<file path="config.mk">
export PLATFORM = sky130hd
export DESIGN_NAME = stream_exec_ctrl
export DESIGN_NICKNAME = d
export VERILOG_FILES = /design/src/rtl/stream_exec_ctrl.sv
export SDC_FILE = /design/constraint.sdc
export NUM_CORES = 1
export LEC_CHECK = 0
export CAP_MARGIN = 20
export CORE_UTILIZATION = 31
export CTS_CLUSTER_DIAMETER = 60
export DETAILED_ROUTE_END_ITERATION = 8
export MAX_ROUTING_LAYER = met4
export PLACE_DENSITY_LB_ADDON = 0.15
export SLEW_MARGIN = 40
export SYNTH_ARGS = -nofsm -noshare
export SYNTH_HDL_FRONTEND = slang
export SYNTH_SLANG_ARGS = --single-unit
</file>
<file path="constraint.sdc">
create_clock -name clk -period 6.3 [get_ports clk]
set_input_delay 1.575 -clock clk [delete_from_list [all_inputs] [get_ports clk]]
set_output_delay 1.575 -clock clk [all_outputs]
set_load 0.02 [all_outputs]
</file>
<file path="src/rtl/stream_exec_ctrl.sv">
// Execution sequencer between the host port and streams_top: arbitrates host io access in idle
// and runs the reset / enable / done sequence of one execution with cycle counting, abort and timeout.
module stream_exec_ctrl #(
  parameter int ADDR_L      = 16,
  parameter int DATA_L      = 32,
  parameter int CNT_L       = 32,
  parameter int RST_CYC     = 2,
  parameter int TIMEOUT_CYC = 0
) (
  input  logic              clk,
  input  logic              rst,
  input  logic              host_req,
  input  logic              host_wr,
  input  logic [ADDR_L-1:0] host_addr,
  input  logic [DATA_L-1:0] host_wr_data,
  output logic              host_gnt,
  output logic [DATA_L-1:0] host_rd_data,
  output logic              host_rd_vld,
  input  logic              start,
  input  logic              abort,
  output logic              busy,
  output logic              done,
  output logic              timeout_err,
  output logic [CNT_L-1:0]  cycle_cnt,
  output logic [ADDR_L-1:0] full_addr_io,
  output logic [DATA_L-1:0] wr_data_io,
  output logic              wr_vld_io,
  output logic              rd_vld_io,
  input  logic [DATA_L-1:0] rd_data_io,
  input  logic              rd_data_vld_io,
  output logic              reset_execution_io,
  output logic              enable_execution_io,
  input  logic              done_execution_io,
  output logic [2:0]        dbg_state
);

  typedef enum logic [2:0] {
    S_IDLE = 3'd0,
    S_RSTX = 3'd1,
    S_RUN  = 3'd2,
    S_ABRT = 3'd3,
    S_FIN  = 3'd4
  } state_e;

  localparam int RCW = (RST_CYC > 1) ? $clog2(RST_CYC) : 1;
  localparam logic [RCW-1:0]   RST_LAST = RCW'(RST_CYC - 1);
  localparam logic [CNT_L-1:0] TO_LAST  = (TIMEOUT_CYC == 0) ? '0 : CNT_L'(TIMEOUT_CYC - 1);

  state_e              state_q, state_d;
  logic [RCW-1:0]      rst_cnt_q, rst_cnt_d;
  logic [CNT_L-1:0]    cycle_cnt_q, cycle_cnt_d;
  logic                timeout_err_q, timeout_err_d;
  logic                start_pend_q, start_pend_d;
  logic                rd_pend_q, rd_pend_d;
  logic [ADDR_L-1:0]   full_addr_q, full_addr_d;
  logic [DATA_L-1:0]   wr_data_q, wr_data_d;
  logic                wr_vld_q, wr_vld_d;
  logic                rd_vld_q, rd_vld_d;
  logic                busy_q, busy_d;
  logic                done_q, done_d;
  logic                rst_exec_q, rst_exec_d;
  logic                en_exec_q, en_exec_d;

  // Host handshake: an access transfers in the cycle host_req and host_gnt are both high; the io
  // strobe follows one cycle later. Only one read may be outstanding, and start outranks the host.
  always_comb begin
    host_gnt = host_req & (state_q == S_IDLE) & ~rd_pend_q & ~start & ~start_pend_q;
  end

  always_comb begin
    state_d       = state_q;
    rst_cnt_d     = rst_cnt_q;
    cycle_cnt_d   = cycle_cnt_q;
    timeout_err_d = timeout_err_q;
    start_pend_d  = start_pend_q;
    rd_pend_d     = rd_pend_q;
    full_addr_d   = full_addr_q;
    wr_data_d     = wr_data_q;
    wr_vld_d      = 1'b0;
    rd_vld_d      = 1'b0;

    if (rd_pend_q && rd_data_vld_io) rd_pend_d = 1'b0;
    if (host_gnt) begin
      full_addr_d = host_addr;
      wr_data_d   = host_wr_data;
      wr_vld_d    = host_wr;
      rd_vld_d    = ~host_wr;
      if (!host_wr) rd_pend_d = 1'b1;
    end

    case (state_q)
      S_IDLE: begin
        if ((start || start_pend_q) && !rd_pend_q) begin
          state_d       = S_RSTX;
          rst_cnt_d     = '0;
          cycle_cnt_d   = '0;
          timeout_err_d = 1'b0;
          start_pend_d  = 1'b0;
        end else if (start) begin
          start_pend_d = 1'b1;
        end
      end
      S_RSTX: begin
        if (abort)                      state_d = S_FIN;
        else if (rst_cnt_q == RST_LAST) state_d = S_RUN;
        else                            rst_cnt_d = rst_cnt_q + RCW'(1);
      end
      S_RUN: begin
        cycle_cnt_d = (&cycle_cnt_q) ? cycle_cnt_q : cycle_cnt_q + CNT_L'(1);
        // Normal completion outranks abort, which outranks timeout.
        if (done_execution_io) begin
          state_d = S_FIN;
        end else if (abort) begin
          state_d = S_ABRT;
        end else if (TIMEOUT_CYC != 0 && cycle_cnt_q == TO_LAST) begin
          state_d       = S_ABRT;
          timeout_err_d = 1'b1;
        end
      end
      S_ABRT:  state_d = S_FIN;
      S_FIN:   state_d = S_IDLE;
      default: state_d = S_IDLE;
    endcase

    busy_d     = (state_d != S_IDLE);
    done_d     = (state_d == S_FIN);
    rst_exec_d = (state_d == S_RSTX) || (state_d == S_ABRT);
    en_exec_d  = (state_d == S_RUN);
  end

  always_ff @(posedge clk or negedge rst) begin
    if (!rst) begin
      state_q       <= S_IDLE;
      rst_cnt_q     <= '0;
      cycle_cnt_q   <= '0;
      timeout_err_q <= 1'b0;
      start_pend_q  <= 1'b0;
      rd_pend_q     <= 1'b0;
      full_addr_q   <= '0;
      wr_data_q     <= '0;
      wr_vld_q      <= 1'b0;
      rd_vld_q      <= 1'b0;
      busy_q        <= 1'b0;
      done_q        <= 1'b0;
      rst_exec_q    <= 1'b0;
      en_exec_q     <= 1'b0;
    end else begin
      state_q       <= state_d;
      rst_cnt_q     <= rst_cnt_d;
      cycle_cnt_q   <= cycle_cnt_d;
      timeout_err_q <= timeout_err_d;
      start_pend_q  <= start_pend_d;
      rd_pend_q     <= rd_pend_d;
      full_addr_q   <= full_addr_d;
      wr_data_q     <= wr_data_d;
      wr_vld_q      <= wr_vld_d;
      rd_vld_q      <= rd_vld_d;
      busy_q        <= busy_d;
      done_q        <= done_d;
      rst_exec_q    <= rst_exec_d;
      en_exec_q     <= en_exec_d;
    end
  end

  assign host_rd_data        = rd_data_io;
  assign host_rd_vld         = rd_data_vld_io & rd_pend_q;
  assign busy                = busy_q;
  assign done                = done_q;
  assign timeout_err         = timeout_err_q;
  assign cycle_cnt           = cycle_cnt_q;
  assign full_addr_io        = full_addr_q;
  assign wr_data_io          = wr_data_q;
  assign wr_vld_io           = wr_vld_q;
  assign rd_vld_io           = rd_vld_q;
  assign reset_execution_io  = rst_exec_q;
  assign enable_execution_io = en_exec_q;
  assign dbg_state           = state_q;

endmodule

</file>
# Yosys cells after proc, flatten, opt, wreduce, memory -nomap -nowiden
# Cells that the tools add are included.
[op_classes] add_sub_neg=2 n_mul=0 n_div=0 magnitude_cmp=0 eq_ne=10 n_shift=0 muxes=20 bitwise_logic=9 n_reduce_logical=14
[op_table] operator="$mux 32" n=2
[op_table] operator="$pmux 32 s2" n=1
[op_table] operator="$add 32x1->32 const B" n=1
[op_table] operator="$reduce_and 32->1" n=1
[op_table] operator="$mux 3" n=5
[op_table] operator="$eq 3x2->1 const B" n=4
[op_table] operator="$pmux 3 s4" n=1
[op_table] operator="$mux 1" n=10
[op_table] operator="$eq 3x1->1 const B" n=2
[op_table] operator="$reduce_and 3->1" n=2
[op_table] operator="$reduce_bool 2->1" n=3
[op_table] operator="$and 1x1->1" n=5
[op_table] operator="$ne 2x2->1 const B" n=2
[op_table] operator="$not 1->1" n=4
[op_table] operator="$eq 3x3->1 const B" n=1
[op_table] operator="$logic_not 3->1" n=1
[op_table] operator="$reduce_bool 3->1" n=1
[op_table] operator="$logic_and 1x1->1" n=2
[op_table] operator="$logic_or 1x1->1" n=2
[op_table] operator="$ne 2x1->1 const B" n=1
[op_table] operator="$pmux 1 s2" n=1
[op_table] operator="$reduce_and 2->1" n=1
[op_table] operator="$add 1x1->1 const B" n=1
[op_table] operator="$logic_not 1->1" n=1
[totals] reg_bits=92 latch_bits=0 mem_bits_rw=0 romBits=0 inputBits=88 n_memories=0

# Depth between registers and ports, before layout
# Gate-level depths: netlist (run 1).
[logic_depth] ltp_word=6 depth_mapped=8 depth_no_buf=7

# Least setup slack after synthesis (run 1)
# Ideal clock, no wire load.
[synth_path] path_type="input to output" startpoint="input start" endpoint="output host_gnt" t_arrival_ps=2153 required_ps=4725 setup_slack_ps=2572 cell_stages=4 n_path_buf=1 path_cell_list="nor2_1 > nand3_1 > inv_2 > buf_2"
[synth_via] elab_chain_cells=3
[synth_lines] element="start, declared" line_no="19" rtl="input logic start,"
[synth_lines] element="$not 1->1" line_no="67" rtl="host_gnt = host_req & (state_q == S_IDLE) & ~rd_pend_q & ~start & ~start_pend_q;"
[synth_lines] element="$and 1x1->1 (2 in series)" line_no="67"
[synth_lines] element="end, declared" line_no="16" rtl="output logic host_gnt,"
# Every way passes these cells.

# Final worst setup path (run 1)
# Same ends and word-level chain as after synthesis.

==> results.py, run 1 <==
metrics = {
    "run_status": {
        "status": "complete, no violations",
    },
    "routing": {
        "viasPerCell": 4.92,
        "wl_met2_um": 5880,
        "drc_errors": 0,
        "routed_wl_um": 12200,
        "drtIter0Drc": 253,
        "top_layer_used": "met4",
        "postRouteAntennaNets": 0,
        "wire_per_inst_um": 15.7,
        "drt-pass1-iter-count": 4,
        "drt-met1-wl_um": 5440,
        "routed-via-count": 3815,
        "met3_length_um": 586,
    },
    "worst_setup_path": {
        "cpLargestDelayFamily": "buffers and inverters",
        "slowest_delay_ps": 600,
        "critical_path.max_fanout": 3,
        "path_common_cell": "clkdlybuf4s50_1",
        "crit_chain": "clkdlybuf4s50_1 > nor2_1 > nand3_2 > inv_2 > clkdlybuf4s50_1",
        "critPathKind": "input pin to primary output",
        "cp-start-kind": "input pin",
        "cp.required_ps": 4720,
        "critPathBufInv": 3,
        "slowest_stage": "clkdlybuf4s50_1",
        "critPathCaptureType": "primary output",
        "crit_arrival_ps": 2950,
    },
    "clocking": {
        "hold_buffers": 0,
        "post_cts_resize_count": 0,
        "cts_tree": "built",
        "clock_latency_ps": 340,
        "cts_sinks": 92,
        "root_buffer": "clkbuf_16",
        "cts_setup_buffers": 0,
        "clkTransAtPathRegs_ps": 60,
        "htreeDepth": 3,
        "clockBufferDepth": 2,
        "cts_made_buffers": 9,
    },
    "timing": {
        "fin_worst_skew_ps": 7.17,
        "tightest_slew_ps": 756,
        "setup_viol_count_final": 0,
        "holdWs_ps": 473,
        "hold_viol_final": 0,
        "final.period_utilization_pct": 71.8,
        "clock.fmax_mhz": 221,
        "drv_slew": 0,
        "slew_headroom_pct": 49.6,
        "finalCriticalPeriod_ps": 4520,
        "setup_tns_ps": 0,
        "rsz0062_at_grt": "false",
    },
    "placement": {
        "gp_congestion": 0.768,
        "dp_hpwl_um": 8550,
        "place_inst": 760,
        "port_buffers": 146,
    },
    "hold_path": {
        "hp-class": "register to register",
    },
    "logic_synthesis": {
        "yosysWarnings": 0,
        "ys_seq_area_share_pct": 53.0,
        "synth.distinct_cells": 47,
        "synth_top_area_share_pct": 53.0,
        "synth_ff_type": "dfrtp_1",
        "synth_cells": 487,
        "synth_area_leaders": "dfrtp_1, nand2_1, buf_4",
        "synth_common_cells": "nand2_1, dfrtp_1, buf_4",
        "synthArstFlopShare_pct": 100,
        "yosysMostFrequentCell": "nand2_1",
        "ys_seq_elements": 92,
        "synth.largest_area_cell": "dfrtp_1",
        "synth_edf_count": 0,
        "syn_nets": 576,
        "netlist_area_um2": 4350,
        "avgSynthCellArea_um2": 8.93,
    },
    "grt": {
        "grt_usage_pct": 18.0,
        "grt_pass1_vias": 3769,
        "grt_pass1_wl_um": 19600,
        "overflow": 0,
        "grt_max_degree": 58,
        "antenna_found_initial": 0,
    },
    "floorplanning": {
        "io-pin-count": 212,
        "design.die.area_um2": 14500,
        "fp.dieH_um": 120,
        "core-area_um2": 13500,
        "start_util_pct": 32.3,
        "num_rows": 42,
        "die_w_um": 120,
    },
    "cells_and_area": {
        "drive_gt1_share_pct": 5.51,
        "fin_nets": 684,
        "insertedDiodeCount": 0,
        "final_core_util_pct": 44.5,
        "multi_input_area_um2": 1690,
        "num-fill-cells": 1364,
        "syn_to_final_growth_pct": 37.7,
        "ff_latch_area_um2": 2300,
        "stdcell_count": 775,
    },
    "flow_run": {
        "maxCapViolCount": 0,
    },
    "pwr": {
        "totalPowerFinal_w": 0.00233,
        "peakVddDrop_mv": 0.169,
        "power_leakage_nw": 2.60,
        "p_per_area_nw_per_um2": 389,
    },
}
## routing by layer
| layer | GRT usage [%] | up-vias |
|---|---|---|
| met1 | 22.3 | 1853 |
| li1 | - | 1838 |
| met5 | - | - |
| met2 | 29.1 | 102 |
| met3 | 3.30 | 22 |
| met4 | 7.56 | 0 |
## registers in the layout, indices dropped and copies added, names as in the netlist
signal	cells
rd_pend_q	1
wr_data_io	32
busy	1
wr_vld_io	1
start_pend_q	1
reset_execution_io	1
dbg_state	3
rst_cnt_q	1
enable_execution_io	1
rd_vld_io	1
cycle_cnt	32
done	1
full_addr_io	16
## cell type report
type | instances | share of cell area (%)
Clock buffer | 11 | 3.89
Multi-Input combinational cell | 336 | 28.3
Inverter | 7 | 0.439
Tap cell | 176 | 3.68
Timing Repair Buffer | 149 | 24.8
Sequential cell | 92 | 38.5
Clock inverter | 4 | 0.460
## through the flow
| step | instance area, um2 | setup slack, ps |
|---|---|---|
| floorplan | 4350 | 2570 |
| CTS | 5980 | 1750 |
| global route | 5980 | 1700 |
| global placement | 5720 | 1740 |
| detailed placement | 5720 | 1760 |
| finish | 5980 | 1780 |
## power breakdown
part | internal [W] | switching (W) | total [W]
clock network | 0.000265 | 0.000228 | 0.000493
logic | 0.000414 | 0.000549 | 0.000963
registers | 0.000762 | 0.000106 | 0.000868
total | 0.00144 | 0.000884 | 0.00233
## cell usage in the layout, fill, tap and decap left out, drive strengths merged, types with 2 or more instances in the layout
cell type and instances:
o31ai 11, a31oi 12, a21oi 17, o21ai 30, or2 2, nand3 14
buf 4, clkinvlp 3, or4 2, inv 7, nor4 4, clkbuf 11
nor2 22, clkdlybuf4s50 145, nand2 170, nand4 12, and4 2, and3 3
nor3 5, and2 7, o211ai 6, o41ai 2, dfrtp 92, or3 4
## path summary, 6_finish.rpt
| path | startpoint | endpoint | slack [ps] | cells after the start |
|---|---|---|---|---|
| max reg2reg | dbg_state[2]$_DFF_PN0_ | cycle_cnt[5]$_DFFE_PN0P_ | 3510 | 6 |
| max in group asynchronous | rst | cycle_cnt[6]$_DFFE_PN0P_ | 3980 | 2 |
| min in group asynchronous | rst | full_addr_io[12]$_DFFE_PN0P_ | 1190 | 1 |
| min | wr_data_io[11]$_DFFE_PN0P_ | wr_data_io[11]$_DFFE_PN0P_ | 470 | 2 |
| max | start | host_gnt | 1780 | 5 |
| min reg2reg | wr_data_io[11]$_DFFE_PN0P_ | wr_data_io[11]$_DFFE_PN0P_ | 470 | 2 |
## worst reg2reg max path: cells and delay by family, from the launching register on
kind / cells / cell delay [ps]
flip-flops: 1 / 500
AO/OA/AOI/OAI: 2 / 410
AND/OR/NAND/NOR: 4 / 1740
## cell families after synthesis
group | after synthesis | synth area share, %
compound gates | 84 | 12.5
buf+inv | 59 | 8.35
other cells | 1 | 0.0863
simple gates | 249 | 25.6
flops | 92 | 53.0
fa+ha+maj | 1 | 0.288
mux | 1 | 0.230
Power figures use the tool's default switching activity.
==> run 2, diff against run 1 <==
==> constraint.sdc (replaced) <==
create_clock -name clk -period 4.67 [get_ports clk]
set_input_delay 1.1675 -clock clk [delete_from_list [all_inputs] [get_ports clk]]
set_output_delay 1.1675 -clock clk [all_outputs]
set_load 0.02 [all_outputs]
==> results.py, run 2 (same netlist as run 1, synthesis figures left out) <==
metrics = {
    "hold_path": {
        "hp-class": "register to register",
    },
    "floorplanning": {
        "io-pin-count": 212,
        "design.die.area_um2": 14500,
        "die_w_um": 120,
        "core-area_um2": 13500,
        "start_util_pct": 32.3,
        "fp.dieH_um": 120,
        "num_rows": 42,
    },
    "worst_setup_path": {
        "cp.required_ps": 3500,
        "slowest_stage": "clkdlybuf4s50_1",
        "crit_arrival_ps": 2560,
        "critPathKind": "input pin to primary output",
        "critPathCaptureType": "primary output",
        "cp-start-kind": "input pin",
        "critical_path.max_fanout": 3,
        "cpLargestDelayFamily": "buffers and inverters",
        "critPathBufInv": 3,
        "slowest_delay_ps": 630,
        "crit_chain": "clkdlybuf4s50_1 > nor2_1 > nand3_2 > inv_2 > clkdlybuf4s50_1",
        "path_common_cell": "clkdlybuf4s50_1",
    },
    "routing": {
        "routed-via-count": 3825,
        "wire_per_inst_um": 15.5,
        "drt-pass1-iter-count": 5,
        "routed_wl_um": 12000,
        "drc_errors": 0,
        "viasPerCell": 4.93,
        "drtIter0Drc": 304,
        "postRouteAntennaNets": 0,
    },
    "clocking": {
        "clockBufferDepth": 2,
        "clkTransAtPathRegs_ps": 60,
        "post_cts_resize_count": 0,
        "clock_latency_ps": 350,
        "cts_made_buffers": 9,
        "root_buffer": "clkbuf_16",
        "cts_sinks": 92,
        "cts_setup_buffers": 0,
        "cts_tree": "built",
        "htreeDepth": 3,
        "hold_buffers": 0,
    },
    "run_status": {
        "status": "complete, no violations",
    },
    "grt": {
        "grt_usage_pct": 17.9,
        "grt_pass1_wl_um": 19600,
        "antenna_found_initial": 0,
        "busiest_layer": "met2",
        "met1_usage_pct": 22.6,
        "overflow": 0,
        "grt_max_degree": 69,
        "grt_pass1_vias": 3676,
        "groute.layer.met2.usage_pct": 28.2,
        "globalRouteMet3Util_pct": 5.00,
    },
    "cells_and_area": {
        "num-fill-cells": 1356,
        "layout_commonest_cell": "nand2_1",
        "ff_latch_area_um2": 2300,
        "insertedDiodeCount": 0,
        "fin_nets": 684,
        "syn_to_final_growth_pct": 38.5,
        "drive_gt1_share_pct": 5.83,
        "multi_input_area_um2": 1690,
        "mostFrequentLayoutCells": "nand2_1, clkdlybuf4s50_1, dfrtp_1, o21ai_0, nor2_1",
    },
    "placement": {
        "gp_congestion": 0.761,
        "preCtsSetupSlack_ps": 935,
        "port_buffers": 146,
        "dp_hpwl_um": 8460,
    },
    "timing": {
        "clock.fmax_mhz": 269,
        "rsz0062_at_grt": "false",
        "setup_tns_ps": 0,
        "fin_worst_skew_ps": 5.93,
        "drv_slew": 0,
        "setup_ws_ps": 946,
        "finalCriticalPeriod_ps": 3720,
        "slew_headroom_pct": 48.7,
        "setup_viol_count_final": 0,
        "tightest_slew_ps": 770,
        "final.period_utilization_pct": 79.7,
        "hold_viol_final": 0,
    },
    "pwr": {
        "p_per_area_nw_per_um2": 531,
        "power_leakage_nw": 2.62,
        "peakVddDrop_mv": 0.214,
    },
    "flow_run": {
        "maxCapViolCount": 0,
    },
}
run 2: changes by cell type in the layout (fill, tap and decap cells not counted):
| cell | previous run | this run |
|---|---|---|
| clkinvlp_4 | 3 | 4 |
| buf_4 | 4 | 3 |
| clkbuf_1 | 2 | 1 |
| bufinv_16 | 0 | 1 |
| buf_6 | 0 | 1 |
run 2: tightest hold or removal path: cells and delay by family, from the launching register on:
kind             cells  cell delay (ps)
AND/OR/NAND/NOR      2              100
flip-flops           1              340
run 2: area by class of cell:
class,count,share of cell area [%]
Sequential cell,92,38.2
Multi-Input combinational cell,336,28.1
Clock buffer,10,3.80
Tap cell,176,3.66
Clock inverter,6,1.08
Inverter,7,0.436
Timing Repair Buffer,149,24.7
run 2: metrics by stage:
stage          hold WS (ps)  power (W)  cells  utilization, %  cell area (um2)
3_3_place_gp            456    0.00248    760            42.5             5720
4_1_cts                 478    0.00324    776            44.7             6010
6_report                473    0.00320    776            44.8             6020
5_1_grt                 491    0.00339    776            44.8             6020
2_1_floorplan           477    0.00189    487               -             4350
3_5_place_dp            462    0.00250    760            42.5             5720
run 2: layer usage:
metal | vias to the layer above | wire length (um) | part of all wire, %
met3 | 16 | 706 | 5.9
met5 | - | 0 | 0
met2 | 112 | 5790 | 48
met4 | 0 | 201 | 1.7
li1 | 1833 | - | -
met1 | 1864 | 5300 | 44
run 2: final timing paths:
path | start | to | slack, ps | depth (start not counted)
max reg2reg | dbg_state[2]$_DFF_PN0_ | cycle_cnt[5]$_DFFE_PN0P_ | 1910 | 6
min reg2reg | full_addr_io[9]$_DFFE_PN0P_ | full_addr_io[9]$_DFFE_PN0P_ | 470 | 2
min | full_addr_io[9]$_DFFE_PN0P_ | full_addr_io[9]$_DFFE_PN0P_ | 470 | 2
max | start | host_gnt | 950 | 5
min in group asynchronous | rst | full_addr_io[14]$_DFFE_PN0P_ | 820 | 1
max in group asynchronous | rst | cycle_cnt[12]$_DFFE_PN0P_ | 3040 | 2
run 2: report_power, final:
part / internal [W] / leakage [nW] / switching [W]
clock network: 0.000414 / 0.131 / 0.000316
logic: 0.000559 / 1.28 / 0.000736
registers: 0.00103 / 1.21 / 0.000146
==> run 3, diff against run 2 <==
==> constraint.sdc (replaced) <==
create_clock -name clk -period 3.8 [get_ports clk]
set_input_delay 0.95 -clock clk [delete_from_list [all_inputs] [get_ports clk]]
set_output_delay 0.95 -clock clk [all_outputs]
set_load 0.02 [all_outputs]
==> results.py, run 3 (same netlist as run 1, synthesis figures left out) <==
metrics = {
    "hold_path": {
        "hold_path_end": "full_addr_io[9]$_DFFE_PN0P_",
        "hp-class": "register to register",
        "hold_start": "full_addr_io[9]$_DFFE_PN0P_",
        "hold_depth": 2,
    },
    "floorplanning": {
        "start_util_pct": 32.3,
        "num_rows": 42,
        "fp.dieH_um": 120,
        "core-area_um2": 13500,
        "design.die.area_um2": 14500,
        "die_w_um": 120,
        "io-pin-count": 212,
    },
    "timing": {
        "rsz0062_at_grt": "false",
        "final.period_utilization_pct": 85.6,
        "finalCriticalPeriod_ps": 3250,
        "hold_viol_final": 0,
        "setup_viol_count_final": 0,
        "fin_worst_skew_ps": 8.14,
        "tightest_slew_ps": 784,
        "setup_tns_ps": 0,
        "slew_headroom_pct": 47.7,
        "clock.fmax_mhz": 307,
        "drv_slew": 0,
    },
    "clocking": {
        "post_cts_resize_count": 0,
        "clockBufferDepth": 2,
        "cts_sinks": 92,
        "root_buffer": "clkbuf_16",
        "clkTransAtPathRegs_ps": 60,
        "hold_buffers": 0,
        "cts_tree": "built",
        "cts_setup_buffers": 0,
        "htreeDepth": 3,
        "cts_made_buffers": 9,
        "clock_latency_ps": 350,
    },
    "cells_and_area": {
        "syn_to_final_growth_pct": 39.0,
        "insertedDiodeCount": 0,
        "drive_gt1_share_pct": 6.31,
        "final_core_util_pct": 44.9,
        "mostFrequentLayoutCells": "nand2_1, clkdlybuf4s50_1, dfrtp_1, o21ai_0, nor2_1",
        "layout_commonest_cell": "nand2_1",
        "fin_nets": 686,
        "stdcell_count": 778,
    },
    "routing": {
        "drc_errors": 0,
        "routed-via-count": 3831,
        "postRouteAntennaNets": 0,
        "routed_wl_um": 12100,
        "viasPerCell": 4.92,
        "wire_per_inst_um": 15.5,
        "drt-pass1-iter-count": 4,
        "drtIter0Drc": 199,
    },
    "worst_setup_path": {
        "r2r_start": "cycle_cnt[0]$_DFFE_PN0P_",
        "critPathCaptureType": "primary output",
        "critical_path.max_fanout": 3,
        "cp-start-kind": "input pin",
        "critPathKind": "input pin to primary output",
        "crit_arrival_ps": 2300,
        "cp.required_ps": 2850,
        "r2r_setup_slack_ps": 1120,
        "rr_endpoint": "cycle_cnt[18]$_DFFE_PN0P_",
        "reg2reg_depth": 7,
    },
    "grt": {
        "grt_max_degree": 58,
        "grt_pass1_wl_um": 19400,
        "antenna_found_initial": 0,
        "grt_usage_pct": 17.9,
        "grt_pass1_vias": 3626,
        "overflow": 0,
    },
    "pwr": {
        "power_leakage_nw": 2.64,
        "p_per_area_nw_per_um2": 654,
        "peakVddDrop_mv": 0.284,
    },
    "placement": {
        "gp_congestion": 0.772,
        "place_inst": 762,
        "dp_hpwl_um": 8460,
        "port_buffers": 146,
    },
    "run_status": {
        "status": "complete, no violations",
    },
    "flow_run": {
        "maxCapViolCount": 0,
    },
}
[run 3: changes by cell type in the layout (fill, tap and decap cells not counted), sizes merged]
cell,delta
buf,+2
clkinv,+2
clkinvlp,-2
clkbuf,-1
inv,+1
[run 3: power breakdown]
part,leakage (nW),internal (W),switching (W)
clock network,0.142,0.000513,0.000401
registers,1.21,0.00126,0.000181
logic,1.29,0.000697,0.000896
total,2.64,0.00247,0.00148
[run 3: layout make-up]
cell class / instances / area [um2]
fill: 1357 / 7410
sequential: 92 / 2300
multi-input combinational: 336 / 1690
timing repair buffer: 151 / 1500
clock buffer: 9 / 225
tap: 176 / 220
clock inverter: 7 / 76.3
inverter: 7 / 26.3
[run 3: worst max path at each step]
stage / startpoint / endpoint / slack [ps] / depth (start not counted)
after floorplan: dbg_state[2]$_DFF_PN0_ / host_gnt / 1150 / 5
after global placement: start / host_gnt / 490 / 5
after detailed placement: start / host_gnt / 530 / 5
after CTS: start / host_gnt / 520 / 5
after global routing: start / host_gnt / 490 / 5
final: start / host_gnt / 550 / 5
[run 3: worst max-delay path, stage by stage]
cell and delay [ps]:
clkdlybuf4s50_1 440, nor2_1 130, nand3_2 100, inv_2 70
clkdlybuf4s50_1 620
[run 3: routing by layer]
layer / vias up / part of all wire [%] / GRT usage (%)
met5: - / 0 / -
met4: 0 / 1.8 / 7.56
met3: 18 / 5.6 / 3.35
met2: 98 / 48 / 27.8
met1: 1869 / 45 / 22.9
li1: 1846 / - / -
[run 3: stage by stage]
step / hold WS (ps) / power [W] / setup WS [ps] / cell area, um2
after floorplan: 477 / 0.00232 / 1150 / 4350
after global placement: 457 / 0.00305 / 493 / 5730
after CTS: 478 / 0.00401 / 523 / 6030
after global routing: 501 / 0.00419 / 492 / 6040
final: 473 / 0.00395 / 546 / 6040
after detailed placement: 461 / 0.00308 / 531 / 5730
